===== config.mk =====
export PLATFORM = sky130hd
export DESIGN_NAME = mux16_rr_arbiter_flat
export DESIGN_NICKNAME = d
export VERILOG_FILES = /design/src/rtl/mux16_rr_arbiter_pkg.sv /design/src/rtl/mux16_rr_arbiter_if.sv /design/src/rtl/mux16_rr_arbiter_pick.sv /design/src/rtl/mux16_rr_arbiter.sv /design/src/flat_wrapper.sv
export SDC_FILE = /design/constraint.sdc
export NUM_CORES = 1
export LEC_CHECK = 0
export BUFFER_PORTS_ARGS = -buffer_cell sky130_fd_sc_hd__buf_2
export CORE_MARGIN = 5
export CORE_UTILIZATION = 40
export DETAILED_ROUTE_END_ITERATION = 10
export PLACE_DENSITY_LB_ADDON = 0.05
export RECOVER_POWER = 100
export SLEW_MARGIN = 5
export SYNTH_ARGS = -nofsm -noshare
export SYNTH_HDL_FRONTEND = slang
export SYNTH_HIERARCHICAL = 1
export SYNTH_SLANG_ARGS = --single-unit

===== constraint.sdc =====
create_clock -name clk -period 4.2 [get_ports clk]
set_clock_uncertainty 0.15 [all_clocks]
set_input_delay 0.63 -clock clk [delete_from_list [all_inputs] [get_ports clk]]
set_output_delay 0.63 -clock clk [all_outputs]
set_load 0.005 [all_outputs]

===== src/rtl/mux16_rr_arbiter_pkg.sv =====
// mux_arb_pkg: shared constants, FSM state encoding and a one-hot helper for
// the 16-requester round-robin mux arbiter.
package mux_arb_pkg;

  localparam int N_REQ  = 16;
  localparam int SEL_W  = 4;
  localparam int DATA_W = 16;

  // Code 2'd3 is never entered; the FSM default branch sends it back to IDLE.
  typedef enum logic [1:0] {
    IDLE  = 2'd0,
    SEL   = 2'd1,
    VALID = 2'd2
  } state_t;

  typedef struct packed {
    logic [SEL_W-1:0]  src;
    logic [DATA_W-1:0] data;
  } xfer_t;

  function automatic logic [N_REQ-1:0] onehot(input logic [SEL_W-1:0] idx);
    logic [N_REQ-1:0] v;
    v      = '0;
    v[idx] = 1'b1;
    return v;
  endfunction

endpackage


===== src/rtl/mux16_rr_arbiter_if.sv =====
// mux16_rr_arbiter_if: request, mux and downstream handshake signals of the
// arbiter.
//   master : arbiter side  (drives S, GNT, OUT_DATA, OUT_SRC, OUT_VALID)
//   slave  : environment   (drives REQ, MUX_OUT, OUT_READY)
//   REQ       requester i has a word on mux input Xi
//   S         mux select
//   MUX_OUT   mux output, combinational from S
//   GNT       one-hot pulse when a requester's word is captured
//   OUT_*     captured word, its source, valid/ready handshake
interface mux16_rr_arbiter_if;
  import mux_arb_pkg::*;

  logic [N_REQ-1:0]  REQ;
  logic [SEL_W-1:0]  S;
  logic [DATA_W-1:0] MUX_OUT;
  logic [N_REQ-1:0]  GNT;
  logic [DATA_W-1:0] OUT_DATA;
  logic [SEL_W-1:0]  OUT_SRC;
  logic              OUT_VALID;
  logic              OUT_READY;

  modport master (
    input  REQ, MUX_OUT, OUT_READY,
    output S, GNT, OUT_DATA, OUT_SRC, OUT_VALID
  );

  modport slave (
    output REQ, MUX_OUT, OUT_READY,
    input  S, GNT, OUT_DATA, OUT_SRC, OUT_VALID
  );

endinterface


===== src/rtl/mux16_rr_arbiter_pick.sv =====
// mux_arb_pick: combinational round-robin winner selection.
//   req    request vector
//   ptr    highest-priority index for this round
//   winner first set req bit at or above ptr, wrapping 15->0
//   any    at least one request present
// The request vector is rotated so ptr lands on bit 0, priority-encoded from
// the bottom, and the result is rotated back by adding ptr (mod 16).
module mux_arb_pick
  import mux_arb_pkg::*;
(
  input  logic [N_REQ-1:0] req,
  input  logic [SEL_W-1:0] ptr,
  output logic [SEL_W-1:0] winner,
  output logic             any
);

  logic [2*N_REQ-1:0] dbl;
  logic [N_REQ-1:0]   rot;
  logic [SEL_W-1:0]   idx;

  assign dbl = {req, req} >> ptr;
  assign rot = dbl[N_REQ-1:0];

  // Scan downward so the lowest set bit is the last one written.
  always_comb begin
    idx = '0;
    for (int i = N_REQ-1; i >= 0; i--) begin
      if (rot[i]) idx = SEL_W'(i);
    end
  end

  assign winner = idx + ptr;
  assign any    = |req;

endmodule


===== src/rtl/mux16_rr_arbiter.sv =====
// mux16_rr_arbiter: shares an external 16:1 16-bit mux among 16 requesters.
// A registered select S is driven to the mux, the settled mux output is
// captured one cycle later and offered downstream with a valid/ready handshake.
//   clk  rising-edge clock
//   rst  asynchronous active-high reset
//   bus  mux16_rr_arbiter_if.master (REQ, S, MUX_OUT, GNT, OUT_*)
// Build option MUXARB_FIXED_PRIO_EN: lowest requesting index always wins and
// the round-robin pointer is not kept. Handshake and timing are unchanged.
module mux16_rr_arbiter
  import mux_arb_pkg::*;
(
  input  logic                  clk,
  input  logic                  rst,
  mux16_rr_arbiter_if.master    bus
);

  state_t           state;
  logic [SEL_W-1:0] pick_ptr;
  logic [SEL_W-1:0] winner;
  logic             any;

`ifdef MUXARB_FIXED_PRIO_EN
  assign pick_ptr = '0;
`else
  logic [SEL_W-1:0] ptr;
  assign pick_ptr = ptr;
`endif

  mux_arb_pick u_pick (
    .req    (bus.REQ),
    .ptr    (pick_ptr),
    .winner (winner),
    .any    (any)
  );

  always_ff @(posedge clk or posedge rst) begin
    if (rst) begin
      state         <= IDLE;
      bus.S         <= '0;
      bus.GNT       <= '0;
      bus.OUT_DATA  <= '0;
      bus.OUT_SRC   <= '0;
      bus.OUT_VALID <= 1'b0;
`ifndef MUXARB_FIXED_PRIO_EN
      ptr           <= '0;
`endif
    end else begin
      case (state)
        IDLE: begin
          bus.GNT <= '0;
          if (any) begin
            bus.S <= winner;
            state <= SEL;
          end
        end
        // S has been stable for a cycle, so MUX_OUT is the winner's word.
        // Captured even if the requester dropped REQ meanwhile.
        SEL: begin
          bus.OUT_DATA  <= bus.MUX_OUT;
          bus.OUT_SRC   <= bus.S;
          bus.GNT       <= onehot(bus.S);
          bus.OUT_VALID <= 1'b1;
          state         <= VALID;
        end
        VALID: begin
          bus.GNT <= '0;
          if (bus.OUT_READY) begin
            bus.OUT_VALID <= 1'b0;
`ifndef MUXARB_FIXED_PRIO_EN
            // Only the granted source moves the pointer past itself.
            ptr <= bus.S + SEL_W'(1);
`endif
            state <= IDLE;
          end
        end
        default: begin
          bus.GNT       <= '0;
          bus.OUT_VALID <= 1'b0;
          state         <= IDLE;
        end
      endcase
    end
  end

endmodule

===== src/flat_wrapper.sv =====
// flat-port wrapper written by rule: the top's interface ports become plain ports
module mux16_rr_arbiter_flat import mux_arb_pkg::*;
  (clk, rst, bus_REQ, bus_MUX_OUT, bus_OUT_READY, bus_S, bus_GNT, bus_OUT_DATA, bus_OUT_SRC, bus_OUT_VALID);
  mux16_rr_arbiter_if bus_i ();
  input  logic clk;
  input  logic rst;
  input wire logic [$bits(bus_i.REQ)-1:0] bus_REQ;
  input wire logic [$bits(bus_i.MUX_OUT)-1:0] bus_MUX_OUT;
  input wire logic [$bits(bus_i.OUT_READY)-1:0] bus_OUT_READY;
  output wire logic [$bits(bus_i.S)-1:0] bus_S;
  output wire logic [$bits(bus_i.GNT)-1:0] bus_GNT;
  output wire logic [$bits(bus_i.OUT_DATA)-1:0] bus_OUT_DATA;
  output wire logic [$bits(bus_i.OUT_SRC)-1:0] bus_OUT_SRC;
  output wire logic [$bits(bus_i.OUT_VALID)-1:0] bus_OUT_VALID;
  assign bus_i.REQ = bus_REQ;
  assign bus_i.MUX_OUT = bus_MUX_OUT;
  assign bus_i.OUT_READY = bus_OUT_READY;
  assign bus_S = bus_i.S;
  assign bus_GNT = bus_i.GNT;
  assign bus_OUT_DATA = bus_i.OUT_DATA;
  assign bus_OUT_SRC = bus_i.OUT_SRC;
  assign bus_OUT_VALID = bus_i.OUT_VALID;
  mux16_rr_arbiter u_core (.clk(clk), .rst(rst), .bus(bus_i));
endmodule

==> results.cfg <==
[floorplanning]
core_area_sq_mm = 0.007214
ios = 76
start_util = 0.4102
die_w_um = 96.01
die_h_um = 96.01
std_cell_rows = 31
die_area_sq_mm = 0.009218

[setup_path]
critical_path_buf_inv_count = 0
critPathMaxStageDelay_ns = 0.67
crit_arrival_ns = 3.96
slowest_stage = mux4_1
cp_top_family = multiplexers
critical_path_required_ns = 4.22
crit_fanout = 15
path_class = register to register
path_cells = mux4_1, mux4_1, or2_4, nor2_1, o21ai_1, a31oi_1, ha_1, a21o_1, a21oi_1, xnor2_1, xnor2_1, mux2_2
crit_path_end_kind = register
startpoint_type = register

[grt]
grt_pass1_wl_um = 11140
antenna_found_initial = 0
grt_pass1_vias = 2223
grt.total_usage = 0.1544
grt_remaining_overflow = 0
grt_max_degree = 48

[logic_synthesis]
synth_edf_count = 0
synth-async-reset-ratio = 1.000
syn_area_sq_mm = 0.002959
syn-num-nets = 303
synthDistinctLibCells = 45
synth_ff_type = dfrtp_1
synth-seq-cells = 47
synth_top_cell_area_share = 0.3975
avgSynthCellArea_sq_um = 11.38
yosys-top-cells-area = dfrtp_1, mux4_2, mux4_1, nand2_1, mux2_2
yosysSeqAreaShare = 0.3975
netlist_instances = 260
yosysTopAreaCell = dfrtp_1
ys.warnings.count = 6

[placed_design]
place_congestion = 0.8445
dp_hpwl_um = 5318
place_area_sq_mm = 0.003455
io_buffers = 75

[layout]
diodes = 0
drive_gt1_frac = 0.2962
synthToLayoutAreaGrowth_pct = 18.82
fill_cells = 709
fin_area_sq_mm = 0.003516
layout.nets = 383

[sta]
hold_viol = 0
finalSetupViolCount = 0
worst_slew_pin_slew_ns = 1.742
fin_setup_tns_ns = 0
fin_crit_ns = 3.933
slew_violations = 48
period_share = 0.9365
fmax_mhz = 254.2
rsz0062_at_grt = no
relSlewSlack = -0.1629

[pwr]
ir_drop_mv = 0.3109
clockPowerShare = 0.112
power_leakage_nw = 1.677
internal_power_mw = 1.541
power_frac_comb = 0.602
powerDensity_mw_per_mm2 = 747.6
power_frac_seq = 0.286
swShare = 0.4137
switching_power_mw = 1.087

[clock_tree]
path_clk_slew_ns = 0.09
htreeDepth = 2
cts_tree = done
clock-sinks = 47
numCtsBuffers = 5
clockBufferDepth = 2
clk_latency_ns = 0.29
cts_root_buffer = clkbuf_8

[outcome]
failed_checks = max-capacitance violations, max-slew violations
status = finished with violations

[routing]
ant_nets = 0
wirelength_um = 6877
drc = 0
num_vias = 2257
wire_per_inst_um = 15.63
vias_per_cell = 5.130
firstDrtPassIters = 4
drt_iter0_drc = 66

[worst_hold_path]
worstHoldPathType = register to register

[run]
drv_cap = 1
[placed cells by master, fill, tap and decap left out, types with 9 or more instances in the layout]
cell type and instances:
buf_4 9, and2_0 13, clkbuf_1 21, dfrtp_1 46, mux2_2 9, mux4_2 14
nand2_1 65, mux2i_1 10, mux4_1 10, buf_2 55, o21ai_0 9
[power groups by stage]
stage	clock network, mW	logic [mW]	registers [mW]
6_report	0.295	1.58	0.752
5_1_grt	0.326	1.78	0.781
4_1_cts	0.309	1.64	0.756
3_5_place_dp	0	1.63	0.764
3_3_place_gp	0	1.62	0.758
2_1_floorplan	0	1.20	0.734
[worst register-to-register path: cells and delay by family (launching register included)]
family / cells / cell delay (ns)
adders and majority gates: 1 / 0.27
muxes: 3 / 1.51
and+or+nand+nor: 2 / 0.38
DFF: 1 / 0.62
AOI/OAI and AO/OA: 4 / 0.62
xor gates and xnor gates: 2 / 0.27
[cell families after synthesis]
logic type               share of synthesized area
flip-flops                                  0.3975
multiplexers                                0.2786
AO/OA/AOI/OAI                              0.04694
AND/OR/NAND/NOR                             0.1915
XOR/XNOR                                   0.01480
buffers and inverters                      0.03425
adder cells (fa/ha/maj)                    0.03636
[cell type report]
type	instances	area (sq um)	share of cell area
clock inverters	1	7.507	0.002135
multi-input cells	195	1667	0.4740
repair buffers	85	421.7	0.1199
well taps	99	123.9	0.03523
clock buffers	7	96.34	0.02740
flip-flops and latches	47	1177	0.3349
inverters	6	22.52	0.006406
[sequential cells by signal, indices dropped and copies added, names as in the netlist]
name and count:
u_core/bus.GNT 16, u_core/bus.OUT_DATA 16, u_core/bus.OUT_SRC 4, u_core/bus.OUT_VALID 1
u_core/bus.S 4, u_core/pick_ptr 4, u_core/state 2
[what timing repair did]
| item | 4_1_cts | 5_1_grt |
|---|---|---|
| resized for setup | 0 | 1 |
| hold buffers | 0 | 0 |
| setup buffers | 0 | 0 |
| endpoints found under the setup margin | 0 | 2 |
[per-layer routing]
layer	global-route usage	share of wire
met2	0.2668	0.48
met5	0	0
met4	0.04976	0.018
met1	0.2002	0.44
met3	0.01955	0.060
[synth_stat cells, drive strengths merged (4+ instances only)]
cell	number
nand2	65
dfrtp	47
mux4	24
and2	16
mux2	13
mux2i	10
o21ai	10
buf	8
ha	7
nor2	6
inv	5
clkbuf	4
nand2b	4
nor3b	4
nor4	4
or2	4
[final timing paths]
kind	from	slack, ns	to	cells after the start
setup reg to reg	u_core/pick_ptr[1]$_DFFE_PP0P_	0.27	u_core/bus.S[3]$_DFFE_PP0P_	12
setup / recovery	u_core/pick_ptr[1]$_DFFE_PP0P_	0.27	u_core/bus.S[3]$_DFFE_PP0P_	12
max in group asynchronous	rst	2.05	u_core/pick_ptr[1]$_DFFE_PP0P_	2
hold reg to reg	u_core/bus.OUT_DATA[7]$_DFFE_PP0P_	0.32	u_core/bus.OUT_DATA[7]$_DFFE_PP0P_	2
min in group asynchronous	rst	0.73	u_core/bus.OUT_DATA[1]$_DFFE_PP0P_	2
hold / removal	u_core/bus.OUT_DATA[7]$_DFFE_PP0P_	0.32	u_core/bus.OUT_DATA[7]$_DFFE_PP0P_	2
[stage by stage]
stage,util,setup slack (ns),std cells,hold WS (ns),total power [mW]
2_1_floorplan,-,0.4510,260,0.3195,1.932
3_3_place_gp,0.4788,0.1442,432,0.3021,2.382
3_5_place_dp,0.4788,0.05466,432,0.3062,2.391
4_1_cts,0.4932,0.01055,440,0.3281,2.702
5_1_grt,0.4873,0.02062,440,0.3470,2.888
6_report,0.4873,0.2666,440,0.3239,2.628
No activity file was read; power rests on OpenSTA's default activity.
